`config.mk`:
```
export PLATFORM = sky130hd
export DESIGN_NAME = fpu_op_scheduler
export DESIGN_NICKNAME = d
export VERILOG_FILES = /design/src/rtl/fpu_pkg.sv /design/src/rtl/fpu_sched_timer.sv /design/src/rtl/fpu_op_scheduler.sv
export SDC_FILE = /design/constraint.sdc
export NUM_CORES = 1
export LEC_CHECK = 0
export BUFFER_PORTS_ARGS = -buffer_cell sky130_fd_sc_hd__buf_2
export CORE_AREA = 2 2 127 129
export CTS_BUF_LIST = sky130_fd_sc_hd__clkbuf_4
export CTS_CLUSTER_SIZE = 24
export DETAILED_ROUTE_END_ITERATION = 6
export DIE_AREA = 0 0 129 131
export PLACE_DENSITY = 0.71
export SLEW_MARGIN = 20
export SYNTH_ARGS = -nofsm -noshare
export SYNTH_HDL_FRONTEND = slang
export SYNTH_SLANG_ARGS = --single-unit
export TNS_END_PERCENT = 100
```
`constraint.sdc`:
```
create_clock -name clk -period 8.9 [get_ports clk]
set_input_delay 0.89 -clock clk [delete_from_list [all_inputs] [get_ports clk]]
set_output_delay 0.89 -clock clk [all_outputs]
set_load 0.02 [all_outputs]
```
`src/rtl/fpu_pkg.sv`:
```
// Shared definitions for the FPU operation scheduler.
//   - op codes (bit index into unit_start/unit_done/unit_result)
//   - quiet NaN returned on illegal ops and aborted waits
//   - scheduler state enum
package fpu_pkg;

  localparam int unsigned NUM_UNITS = 4;

  localparam logic [3:0] OP_ADD = 4'd0;
  localparam logic [3:0] OP_SUB = 4'd1;
  localparam logic [3:0] OP_DIV = 4'd2;
  localparam logic [3:0] OP_MUL = 4'd3;

  localparam logic [31:0] FPU_QNAN = 32'h7FC0_0000;

  typedef enum logic [1:0] {
    StIdle,
    StIssue,
    StWait,
    StResp
  } sched_state_e;

  // Only codes 0..3 map onto a unit.
  function automatic logic op_is_legal(input logic [3:0] op);
    return op[3:2] == 2'b00;
  endfunction

endpackage

```
`src/rtl/fpu_sched_timer.sv`:
```
// WAIT-phase cycle counter for the FPU scheduler.
//   clk_i      clock
//   rst_i      asynchronous active-high reset
//   clr_i      synchronous clear (takes priority over en_i)
//   en_i       count enable
//   expired_o  high while enabled and the count equals Limit-1
module fpu_sched_timer #(
  parameter int unsigned Limit = 64
) (
  input  logic clk_i,
  input  logic rst_i,
  input  logic clr_i,
  input  logic en_i,
  output logic expired_o
);

  localparam int unsigned CntW = (Limit > 2) ? $clog2(Limit) : 1;
  localparam logic [CntW-1:0] LastCnt = CntW'(Limit - 1);

  logic [CntW-1:0] cnt_q, cnt_d;

  always_comb begin
    cnt_d = cnt_q;
    if (clr_i) begin
      cnt_d = '0;
    end else if (en_i) begin
      cnt_d = cnt_q + 1'b1;
    end
  end

  always_ff @(posedge clk_i or posedge rst_i) begin
    if (rst_i) begin
      cnt_q <= '0;
    end else begin
      cnt_q <= cnt_d;
    end
  end

  assign expired_o = en_i && (cnt_q == LastCnt);

endmodule

```
`src/rtl/fpu_op_scheduler.sv`:
```
// Sequencing controller in front of the add/sub/div/mul FPU units.
// Accepts one request at a time, pulses the selected unit's start, waits for
// its done strobe and returns the result over a valid/ready handshake.
// Operands reach all units over one registered bus, zero outside ISSUE/WAIT.
//
// Ports:
//   clk, rst                 clock, asynchronous active-high reset
//   req_valid/req_ready      request handshake (ready only in IDLE)
//   req_a, req_b, req_op     operands and 4-bit op code (4..15 illegal)
//   unit_start               one-hot start pulse, bit = op code
//   unit_a, unit_b           registered operand bus
//   unit_done, unit_result   per-unit done strobes and 32-bit result slices
//   res_valid/res_ready      response handshake
//   res_data, res_op, res_err response payload
//   op_count                 completed responses (wraps)
//
// Optional feature: define FPU_SCHED_TIMEOUT_EN to abort a WAIT after
// TIMEOUT cycles with a qNaN error response.
module fpu_op_scheduler
  import fpu_pkg::*;
#(
  parameter int unsigned TIMEOUT = 64
) (
  input  logic                   clk,
  input  logic                   rst,
  input  logic                   req_valid,
  output logic                   req_ready,
  input  logic [31:0]            req_a,
  input  logic [31:0]            req_b,
  input  logic [3:0]             req_op,
  output logic [NUM_UNITS-1:0]   unit_start,
  output logic [31:0]            unit_a,
  output logic [31:0]            unit_b,
  input  logic [NUM_UNITS-1:0]   unit_done,
  input  logic [32*NUM_UNITS-1:0] unit_result,
  output logic                   res_valid,
  input  logic                   res_ready,
  output logic [31:0]            res_data,
  output logic [3:0]             res_op,
  output logic                   res_err,
  output logic [15:0]            op_count
);

  sched_state_e state_q, state_d;
  logic [3:0]   op_q, op_d;
  logic [31:0]  a_q, a_d, b_q, b_d;
  logic [31:0]  res_data_q, res_data_d;
  logic         res_err_q, res_err_d;
  logic [15:0]  op_count_q, op_count_d;

  logic         done_hit;
  logic         timeout_hit;
  logic [31:0]  unit_slice;

  // Only ops that passed the legality check reach WAIT, so op_q[1:0] suffices.
  assign done_hit   = unit_done[op_q[1:0]];
  assign unit_slice = unit_result[{op_q[1:0], 5'd0} +: 32];

`ifdef FPU_SCHED_TIMEOUT_EN
  fpu_sched_timer #(
    .Limit (TIMEOUT)
  ) u_timer (
    .clk_i     (clk),
    .rst_i     (rst),
    .clr_i     (state_q != StWait),
    .en_i      (state_q == StWait),
    .expired_o (timeout_hit)
  );
`else
  logic unused_timeout;
  assign unused_timeout = (TIMEOUT != 0);
  assign timeout_hit    = 1'b0;
`endif

  always_comb begin
    state_d    = state_q;
    op_d       = op_q;
    a_d        = a_q;
    b_d        = b_q;
    res_data_d = res_data_q;
    res_err_d  = res_err_q;
    op_count_d = op_count_q;

    unique case (state_q)
      StIdle: begin
        if (req_valid) begin
          op_d = req_op;
          if (op_is_legal(req_op)) begin
            a_d       = req_a;
            b_d       = req_b;
            res_err_d = 1'b0;
            state_d   = StIssue;
          end else begin
            res_data_d = FPU_QNAN;
            res_err_d  = 1'b1;
            state_d    = StResp;
          end
        end
      end
      StIssue: begin
        state_d = StWait;
      end
      StWait: begin
        // Done takes priority over a coincident timeout.
        if (done_hit) begin
          res_data_d = unit_slice;
          res_err_d  = 1'b0;
          a_d        = '0;
          b_d        = '0;
          state_d    = StResp;
        end else if (timeout_hit) begin
          res_data_d = FPU_QNAN;
          res_err_d  = 1'b1;
          a_d        = '0;
          b_d        = '0;
          state_d    = StResp;
        end
      end
      StResp: begin
        if (res_ready) begin
          op_count_d = op_count_q + 16'd1;
          state_d    = StIdle;
        end
      end
      default: state_d = StIdle;
    endcase
  end

  always_ff @(posedge clk or posedge rst) begin
    if (rst) begin
      state_q    <= StIdle;
      op_q       <= '0;
      a_q        <= '0;
      b_q        <= '0;
      res_data_q <= '0;
      res_err_q  <= 1'b0;
      op_count_q <= '0;
    end else begin
      state_q    <= state_d;
      op_q       <= op_d;
      a_q        <= a_d;
      b_q        <= b_d;
      res_data_q <= res_data_d;
      res_err_q  <= res_err_d;
      op_count_q <= op_count_d;
    end
  end

  assign req_ready  = (state_q == StIdle);
  assign res_valid  = (state_q == StResp);
  assign unit_start = (state_q == StIssue) ? (4'b0001 << op_q[1:0]) : 4'b0000;
  assign unit_a     = a_q;
  assign unit_b     = b_q;
  assign res_data   = res_data_q;
  assign res_op     = op_q;
  assign res_err    = res_err_q;
  assign op_count   = op_count_q;

endmodule

```
### Yosys cells after proc, flatten, opt, wreduce, memory -nomap -nowiden

Cells that the tools add are included.

| word-level totals | value |
|---|---|
| flip-flop bits (word level) | 119 |
| input bits | 204 |
| output and inout port bits | 123 |
| word-level logic and storage cells | 51 |

| operators by class | value |
|---|---|
| add/sub/neg operators | 1 |
| magnitude comparators | 1 |
| equal/unequal tests | 8 |
| shift operators | 2 |
| mux-type cells | 23 |
| reduce and logical (&&, ||, !) cells | 9 |

Operators by type and width:

| cell | count |
|---|---|
| $mux W32 | 8 |
| $pmux W32 S2 | 3 |
| $shiftx A128 B8 Y32 | 1 |
| $add A16 B1 Y16 const B | 1 |
| $mux W2 | 4 |
| $pmux W2 S4 | 1 |
| $reduce_and A4 Y1 | 2 |
| $ne A2 B2 Y1 const B | 3 |
| $reduce_and A3 Y1 | 2 |
| $eq A2 B2 Y1 const B | 2 |
| $logic_not A2 Y1 | 2 |
| $mux W1 | 4 |
| $mux W4 | 1 |
| $ne A2 B1 Y1 const B | 2 |
| $reduce_and A2 Y1 | 2 |
| $shl A1 B2 Y4 const A | 1 |
| $lt A2 B3 Y1 const B | 1 |
| $bmux W1 S2 | 1 |
| $eq A2 B1 Y1 const B | 1 |
| $pmux W1 S2 | 1 |
| $reduce_bool A2 Y1 | 1 |

### Depth between registers and ports, before layout

Gate-level depths: netlist (run 1).

| logic depth | value |
|---|---|
| depth after elaboration | 4 |
| gate-level depth with buffers | 9 |
| gate-level depth less buffers | 6 |

### Worst setup path before layout (run 1)

No wires, ideal clock.

| timing path | value |
|---|---|
| kind | register to output |
| start | reg op_q[1] (netlist: res_op[1]) |
| end | out unit_start[0] |
| arrival time | 1440 ps |
| data required time | 8010 ps |
| setup slack | 6570 ps |
| cell stages (with the launch flop) | 4 |
| path through | dfrtp_1 buf_2 buf_1 nor3b_1 |

| on the way | value |
|---|---|
| longest elaborated chain between the ends | 2 |

RTL lines:

| element | RTL line | source |
|---|---|---|
| start: declaration | fpu_op_scheduler.sv:45 | `logic [3:0] op_q, op_d;` |
| start signal: assignment | fpu_op_scheduler.sv:140 | `op_q <= op_d;` |
| $shl A1 B2 Y4 | fpu_op_scheduler.sv:151 | `assign unit_start = (state_q == StIssue) ? (4'b0001 << op_q[1:0]) : 4'b0000;` |
| $mux W4 | fpu_op_scheduler.sv:151 |  |
| end: declaration | fpu_op_scheduler.sv:31 | `output logic [NUM_UNITS-1:0] unit_start,` |

Every way passes these cells.

### Final worst setup path (run 1)

| timing path | value |
|---|---|
| start | reg state_q[0] |
| end | reg a_q[21] (netlist: unit_a[21]) |

| on the way | value |
|---|---|
| longest elaborated chain between the ends | 3 |
| elaborated cells between the ends (all ways) | 8 |
| those cells by class | 4 x eq/ne; 1 x mux; 3 x reduce/logical |

RTL lines:

| element | RTL line | source |
|---|---|---|
| start: declaration | fpu_op_scheduler.sv:44 | `sched_state_e state_q, state_d;` |
| start signal: assignment | fpu_op_scheduler.sv:131 | `state_q <= StIdle;` |
| start signal: assignment | fpu_op_scheduler.sv:139 | `state_q <= state_d;` |
| $eq A2 B2 Y1 / $logic_not A2 Y1 (equally long branches) | fpu_op_scheduler.sv:84 | `unique case (state_q)` |
| $ne A2 B2 Y1 (no line), or another cell as far along | -- |  |
| $reduce_and A4 Y1 (no line) | -- |  |
| end signal: assignment | fpu_op_scheduler.sv:133 | `a_q <= '0;` |
| end signal: assignment | fpu_op_scheduler.sv:141 | `a_q <= a_d;` |
| end: declaration | fpu_op_scheduler.sv:46 | `logic [31:0] a_q, a_d, b_q, b_d;` |

Parallel ways exist; a longest one is shown, timed or not.
A chain may end at the register's enable or synchronous reset.

==> results of run 1 <==
-- kinds of logic (layout without fill, tap and decap cells) --
group / after synthesis / in the layout / share of synthesized area (%)
AO/OA/AOI/OAI: 39 / 39 / 3.98
XOR/XNOR: 15 / 15 / 2.17
adder cells (fa/ha/maj): 5 / 5 / 1.03
buffers and inverters: 69 / 400 / 5.42
flip-flops: 119 / 119 / 49.1
multiplexers: 105 / 105 / 25.4
other: 0 / 4 / 0
AND/OR/NAND/NOR: 138 / 138 / 13.0
-- metal layers --
| metal | up-vias | wire, um | GRT usage, % |
|---|---|---|---|
| li1 | 2351 | - | - |
| met1 | 2411 | 6850 | 23.6 |
| met2 | 225 | 8530 | 33.3 |
| met3 | 26 | 1330 | 6.23 |
| met4 | 0 | 416 | 8.12 |
| met5 | - | 0 | 0 |
-- worst max-delay path: cells and delay by family, from the launching register on --
kind / cells / cell delay [ns]
AND/OR/NAND/NOR: 2 / 0.94
buffers and inverters: 2 / 0.82
flip-flops: 1 / 0.41
multiplexers: 1 / 0.41
adder cells (fa/ha/maj): 1 / 0.32
AO/OA/AOI/OAI: 1 / 0.14
-- flip-flops by register name, indices dropped and copies added (netlist names) --
signal	cells
state_q	2
res_data	32
unit_a	32
res_op	4
res_err	1
unit_b	32
op_count	16
-- cell usage after synthesis --
cell       instances
mux2_2            10
and3b_1            2
nor3b_1            1
buf_4              3
nor2_1            17
xor2_1             6
xnor2_1            9
a21oi_1            2
nand2_2            1
inv_1             37
clkbuf_1           9
o2bb2ai_1          1
nand2_4            1
o31ai_4            1
nor2b_1           65
a222oi_1           1
o211ai_1           1
a31oi_1            9
and3_1             5
mux4_2            32
o21ai_0           23
mux2i_1            3
ha_1               5
nand3_1           27
nand2b_1           3
buf_1              3
and4_1             4
buf_6              6
nor3_1             1
nand4_1            2
a22oi_2            1
nand2_1            8
and2_1             1
buf_2             11
mux2_1            60
dfrtp_1          119
-- path summary, 6_finish.rpt --
| check | from | endpoint | depth (start not counted) |
|---|---|---|---|
| hold reg to reg | op_count[15]$_DFFE_PP0P_ | op_count[15]$_DFFE_PP0P_ | 1 |
| setup / recovery | state_q[0]$_DFFE_PP0P_ | unit_a[21]$_DFFE_PP0P_ | 7 |
| hold / removal | rst | unit_b[14]$_DFFE_PP0P_ | 2 |
| min in group clk | op_count[15]$_DFFE_PP0P_ | op_count[15]$_DFFE_PP0P_ | 1 |
| setup reg to reg | state_q[0]$_DFFE_PP0P_ | unit_a[21]$_DFFE_PP0P_ | 7 |
| max in group asynchronous | rst | res_op[0]$_DFFE_PP0P_ | 3 |
-- area by class of cell --
cell class | count | area, um^2 | share of cell area [%]
Antenna cell | 4 | 10.0 | 0.123
Clock buffer | 22 | 165 | 2.02
Clock inverter | 10 | 153 | 1.87
Inverter | 37 | 141 | 1.73
Multi-Input combinational cell | 302 | 2770 | 34.0
Sequential cell | 119 | 2980 | 36.5
Tap cell | 216 | 270 | 3.31
Timing Repair Buffer | 331 | 1670 | 20.5
-- power breakdown --
| part | internal, uW | switching [uW] |
|---|---|---|
| Sequential | 785 | 132 |
| Clock | 237 | 200 |
| Combinational | 628 | 911 |
-- metrics by stage --
step	util (%)	worst slack [ns]	instances	instance area, um^2
6_report	52.3	5.67	1041	8160
5_1_grt	52.3	5.38	1039	8160
4_1_cts	52.3	5.59	1037	8150
3_5_place_dp	50.2	5.62	1005	7830
3_3_place_gp	50.2	5.70	1005	7830
2_1_floorplan	-	4.85	490	6070
==> run summary, run 1 <==
The remaining antenna violation count after routing was 0; the shortest period the worst path allows was 3.23 ns. The number of antenna violations at the first check in global routing is 4. From bottom edge to top edge, the die measures 131 um. The worst max-slew margin expressed relative to the limit was 39.9%; the number of buffers between clock root and the deepest sink was 2.

Entering global routing, the biggest net connects 79 pins. Setup violations remaining at the end of the flow were counted as 0. The cell area power density was 354 mW/mm^2; the data required time of the worst path was 9.29 ns.

TritonCTS built the clock tree. The first global-routing pass estimated 25300 um of wire. Worst-path cell with the longest stage delay: buf_4. The worst register-to-register path has a setup slack of 5.67 ns. Post-CTS timing repair inserted 0 buffers for setup. Setup repair after global routing left no endpoint under its margin.

The netlist area before placement is 0.00607 mm^2. For the pin with the worst max-slew slack, the measured transition is 0.902 ns. The instance count of the mapped netlist was 490. At the end of routability-driven placement, the weighted congestion stood at 0.858. By area the synthesized netlist is led by dfrtp_1 (49%), mux4_2 (12%), mux2_1 (11%).

Yosys printed 0 warnings. The filler cell count in the final layout was 1454. The worst setup path is launched from a flop.

The synthesized design spends more area on one cell type than any other, namely dfrtp_1. Total power for the finished layout comes to 2890 uW. Full die area: 0.0169 mm^2. The top cell types in the final layout, fill and taps aside, are buf_2 (326), dfrtp_1 (118), nor2b_1 (65). After floorplanning, the core was sized to cover 0.0156 mm^2. Clock tree synthesis inserted a total of 17 buffers. For this run, the detailed router's first-pass iteration total came to 4.

The detailed-route via count was 5013. Wires add up to 17100 um. Average via count per standard cell: 4.82. For this design, the CTS-stage hold fixing added 0 buffers. Across the routed clock network, the largest skew measured is 0.0188 ns. STA classifies the critical path endpoint as a flop. In this design, the stage delay of the slowest critical-path cell is 0.68 ns. The via count of the first global-routing pass was 4863. The total count of hold-check failures in the final report was 0. The run finished with clean final reports.

For the worst hold margin, the log shows 0.458 ns. The tools report the achievable clock frequency as 0.310 GHz. The logs give 38.9% for the effective utilization at floorplan and 49.1% for the post-synthesis sequential area ratio. The share of post-route cells with drive strength above 1 came out at 49.8%. After detailed routing, the average wire length per cell comes to 16.4 um. Leaving out fill and tap cells, the most frequent cell in the layout is buf_2. The wire-length estimate of the detail-placed layout is 13000 um. The register bit total from synthesis works out to 119.

From synthesis to final layout, the design area changed by 34.5%. Clock latency on the worst-skew pair, taken at its later pin, is 0.51 ns. Count of final max-slew check failures: 0. The netlist uses 36 different library cells. The largest vdd supply drop is 0.000173 V, and the portion of synthesized cell area occupied by the leading cell type is 49.1%.

The analysis attributes to cell leakage a power of 0.00416 uW. Of all nets on the critical path, the largest fanout is 78. During I/O placement, the number of pins put on the boundary was 327.

The tree is rooted in a clkbuf_4. For this run, design rule violations remaining after detail routing come to 0. The first routing iteration left 196 violations. Die width: 129 um.

The number of gates resized after CTS was 0. The logs give 0 for the total of max-cap violations and 119 for the number of clock sinks. Synthesized area per cell: 12.4 um^2. The aggregate global routing overflow was 0. For the final routed database, the setup TNS stands at 0 ns. Data arrives at the worst endpoint at 3.61 ns. Row generation in the floorplan step produced 46 rows.

CTS built an H-tree with a depth of 4. Input and output buffers added on the ports amount to 326. For the net count reported at finish, the log shows 1017.

The type of the worst setup path was flop to flop. The signal on the critical path passes through inv_1 > ha_4 > buf_4 > nor2b_1 > a22oi_2 > nand2_4 > mux2_2. Post-route clock period utilization: 36.2%. The clock transition time at the flip-flop clock pins of the worst setup and hold paths is 0.11 ns, and the global-route usage over all layers is 19.8%. The net count of the mapped netlist was 699.

The worst hold-check path type is input port to asynchronous set/reset pin.
Note: power is estimated with default switching activity, not from simulation.
==> run 2: changes to the inputs <==
Settings changed: PLACE_DENSITY 0.71 to 0.74.
Clock period 8.9 ns to 2.88 ns, I/O delays scaled along.
==> run summary, run 2 (synthesized netlist as in run 1, its figures left out) <==
The worst-case IR drop observed on VDD is 0.000609 V. The run finished with clean final reports. Across the run, the number of max-cap violations was 0. Along the worst path, the maximum fanout reaches 22. STA classifies the critical path startpoint as a flop.

At the worst endpoint, the required time is 3.28 ns. For the reported leakage power, the log shows 0.00417 uW. The fraction of power consumed by the clock network was 12.9%.

For the final total negative setup slack, the log shows 0 ns. The logs give 327 for the number of primary I/O pins and 0.0230 ns for the final setup skew. In the routed design, unresolved DRC markers number 0. The number of cells on the worst reg-to-reg path was 7; the number of resized instances in the post-cts repair step was 0. The sequential fraction of design power is 32.1%, and the later-pin clock latency in the skew report is 0.50 ns. The clock tree synthesis step divided the H-tree into 4 levels. The transition time of the tightest slew-check pin came out at 0.660 ns.

In this run the most critical hold path is launched from req_op[3]. Net switching is 43.8% of the power. Cell area power density: 1080 mW/mm^2. The root buffer selected by CTS is clkbuf_4. TritonCTS built the clock tree. The internal power of the cells totals 4960 uW. The tree built by TritonCTS fans out to 119 sinks. The run gives 2 as the number of antenna violations at the first check in global routing.

The run gives 38.9% as the effective utilization at floorplan. STA puts the critical path data arrival time at 2.66 ns. Leaving out fill and tap cells, the most frequent cell in the layout is buf_2. The share of post-route cells with drive strength above 1 was 50.0%; the global placer's final weighted congestion was 0.792.

The shortest period the worst path allows was 2.27 ns. The number of placement rows was 46; the clock transition time at the flip-flop clock pins of the worst setup and hold paths was 0.11 ns. The worst setup path is of the flop to flop kind.

Using the TritonRoute via totals, the vias-per-cell ratio works out to 4.80. The startpoint identified for the worst register-to-register timing path is state_q[0]$_DFFE_PP0P_. The worst hold path terminates at res_op[3]$_DFFE_PP0P_.

The worst max-slew margin expressed relative to the limit was 56.0%. In the layout the commonest cells are buf_2 (326), dfrtp_1 (118), nor2b_1 (65). After the last flow step, the layout net total stands at 1024.

For this block, the via count after detailed routing is 5018. The count of final max-slew check failures is 0, and the filler cell count in the final layout is 1423. The first detailed-routing pass took 4 iterations. The number of cells traversed by the worst hold path was 2; the detailed router's first-iteration violation count was 187.

Setup repair after global routing left no endpoint under its margin. The aggregate global routing overflow is 0. Relative to the synthesized area, the layout overhead comes to 35.2%. The wire length of the first global-routing pass was 24100 um; the CTS buffer count was 17. The logs give 0.00277 mm^2 for the area taken by multi-input logic gates and 12300 um for the HPWL reported at the end of detailed placement. Terminus of the critical flop-to-flop path: unit_b[10]$_DFFE_PP0P_. The maximum number of pins on one net before global-route repair is 120, and the total cell area at the placement stage is 0.00790 mm^2. Dividing the detail-routed wire length by the instance count gives 15.3 um. The logs give 18.5% for the global-route usage over all layers and 55.0% for the combinational group share of total power.

The sequential cells in the finished layout cover a total of 0.00298 mm^2. The analysis attributes to net switching a power of 3860 uW. The region available for standard cell placement spans 0.0156 mm^2. Dividing the final minimum period by the clock period gives 78.7%. Across all register-to-register paths, the minimum setup slack is 0.61 ns. The remaining antenna violation count after routing is 0.

The die width was 129 um. The die covers 0.0169 mm^2. The number of buffers between clock root and the deepest sink was 2; the count of buffers inserted at the top-level ports was 326.

For this block, the routed nets add up to 16000 um of wire. The total count of hold-check failures in the final report came out at 0. STA classifies the critical path endpoint as a flop. The logs give 0.00821 mm^2 for the post-layout instance area and 0.441 GHz for the achievable clock frequency. The tools report the via count of the first global-routing pass as 4763. The die is 131 um tall. The worst hold-check path type is input port to flop. The setup violation total in the final timing report was 0.
## run 2: cell types whose count changed in the layout (fill, tap and decap cells not counted)
| cell | previous run | this run |
|---|---|---|
| clkbuf_4 | 22 | 18 |
| clkinv_2 | 1 | 5 |
| buf_12 | 0 | 3 |
| clkinvlp_4 | 1 | 4 |
| dlygate4sd3_1 | 0 | 3 |
| bufinv_16 | 4 | 2 |
| diode_2 | 4 | 2 |
| buf_4 | 5 | 6 |
| clkinv_1 | 3 | 2 |
| clkinv_4 | 0 | 1 |
| inv_4 | 1 | 0 |
## run 2: cell type report
type	count	area share (%)
diodes	2	0.0610
repair buffers	338	21.5
well taps	216	3.29
clock buffers	18	1.65
clock inverters	14	1.62
inverters	37	1.74
multi-input cells	302	33.8
flip-flops and latches	119	36.3
## run 2: worst max-delay path by stage
stage / endpoint / startpoint / slack [ns] / depth (start not counted)
global placement: unit_b[8]$_DFFE_PP0P_ / state_q[0]$_DFFE_PP0P_ / 0.69 / 7
global route: unit_b[10]$_DFFE_PP0P_ / state_q[0]$_DFFE_PP0P_ / 0.44 / 7
finish: unit_b[10]$_DFFE_PP0P_ / state_q[0]$_DFFE_PP0P_ / 0.61 / 7
floorplan: unit_a[0]$_DFFE_PP0P_ / state_q[0]$_DFFE_PP0P_ / 0.88 / 7
CTS: unit_b[10]$_DFFE_PP0P_ / state_q[0]$_DFFE_PP0P_ / 0.60 / 7
detailed placement: unit_b[10]$_DFFE_PP0P_ / state_q[0]$_DFFE_PP0P_ / 0.61 / 7
## run 2: worst max-delay path, stage by stage, from the launching register on
cell and delay [ns]:
dfrtp_1 0.41, inv_1 0.14, ha_1 0.35, nand2_2 0.18
o31ai_4 0.24, nand2_4 0.23, buf_4 0.27, mux2_1 0.32
## run 2: timing repair
action	CTS	global route
hold buffers	3	0
buffers inserted	0	0
hold endpoints to repair	121	0
## run 2: power groups by stage
stage / sequential [uW] / clock, uW / combinational, uW
finish: 2830 / 1140 / 4850
global route: 2930 / 1270 / 5300
CTS: 2840 / 1190 / 4920
detailed placement: 2870 / 0 / 4920
global placement: 2850 / 0 / 4800
floorplan: 3720 / 0 / 2620
## run 2: metal layers
layer | vias to the layer above | routed length [um] | GRT usage [%]
li1 | 2357 | - | -
met1 | 2412 | 6400 | 21.8
met2 | 227 | 8060 | 32.0
met5 | - | 0 | 0
met4 | 0 | 354 | 7.23
met3 | 22 | 1170 | 5.62
## run 2: per-stage QoR
step | hold WS [ns] | util [%] | total power [uW] | instances | setup slack, ns
floorplan | 0.439 | - | 6350 | 490 | 0.882
global placement | 0.463 | 50.7 | 7650 | 1009 | 0.691
detailed placement | 0.475 | 50.7 | 7790 | 1009 | 0.608
CTS | 0.0174 | 52.6 | 8950 | 1044 | 0.605
global route | 0.00549 | 52.6 | 9490 | 1046 | 0.435
finish | 0.0968 | 52.6 | 8820 | 1046 | 0.615
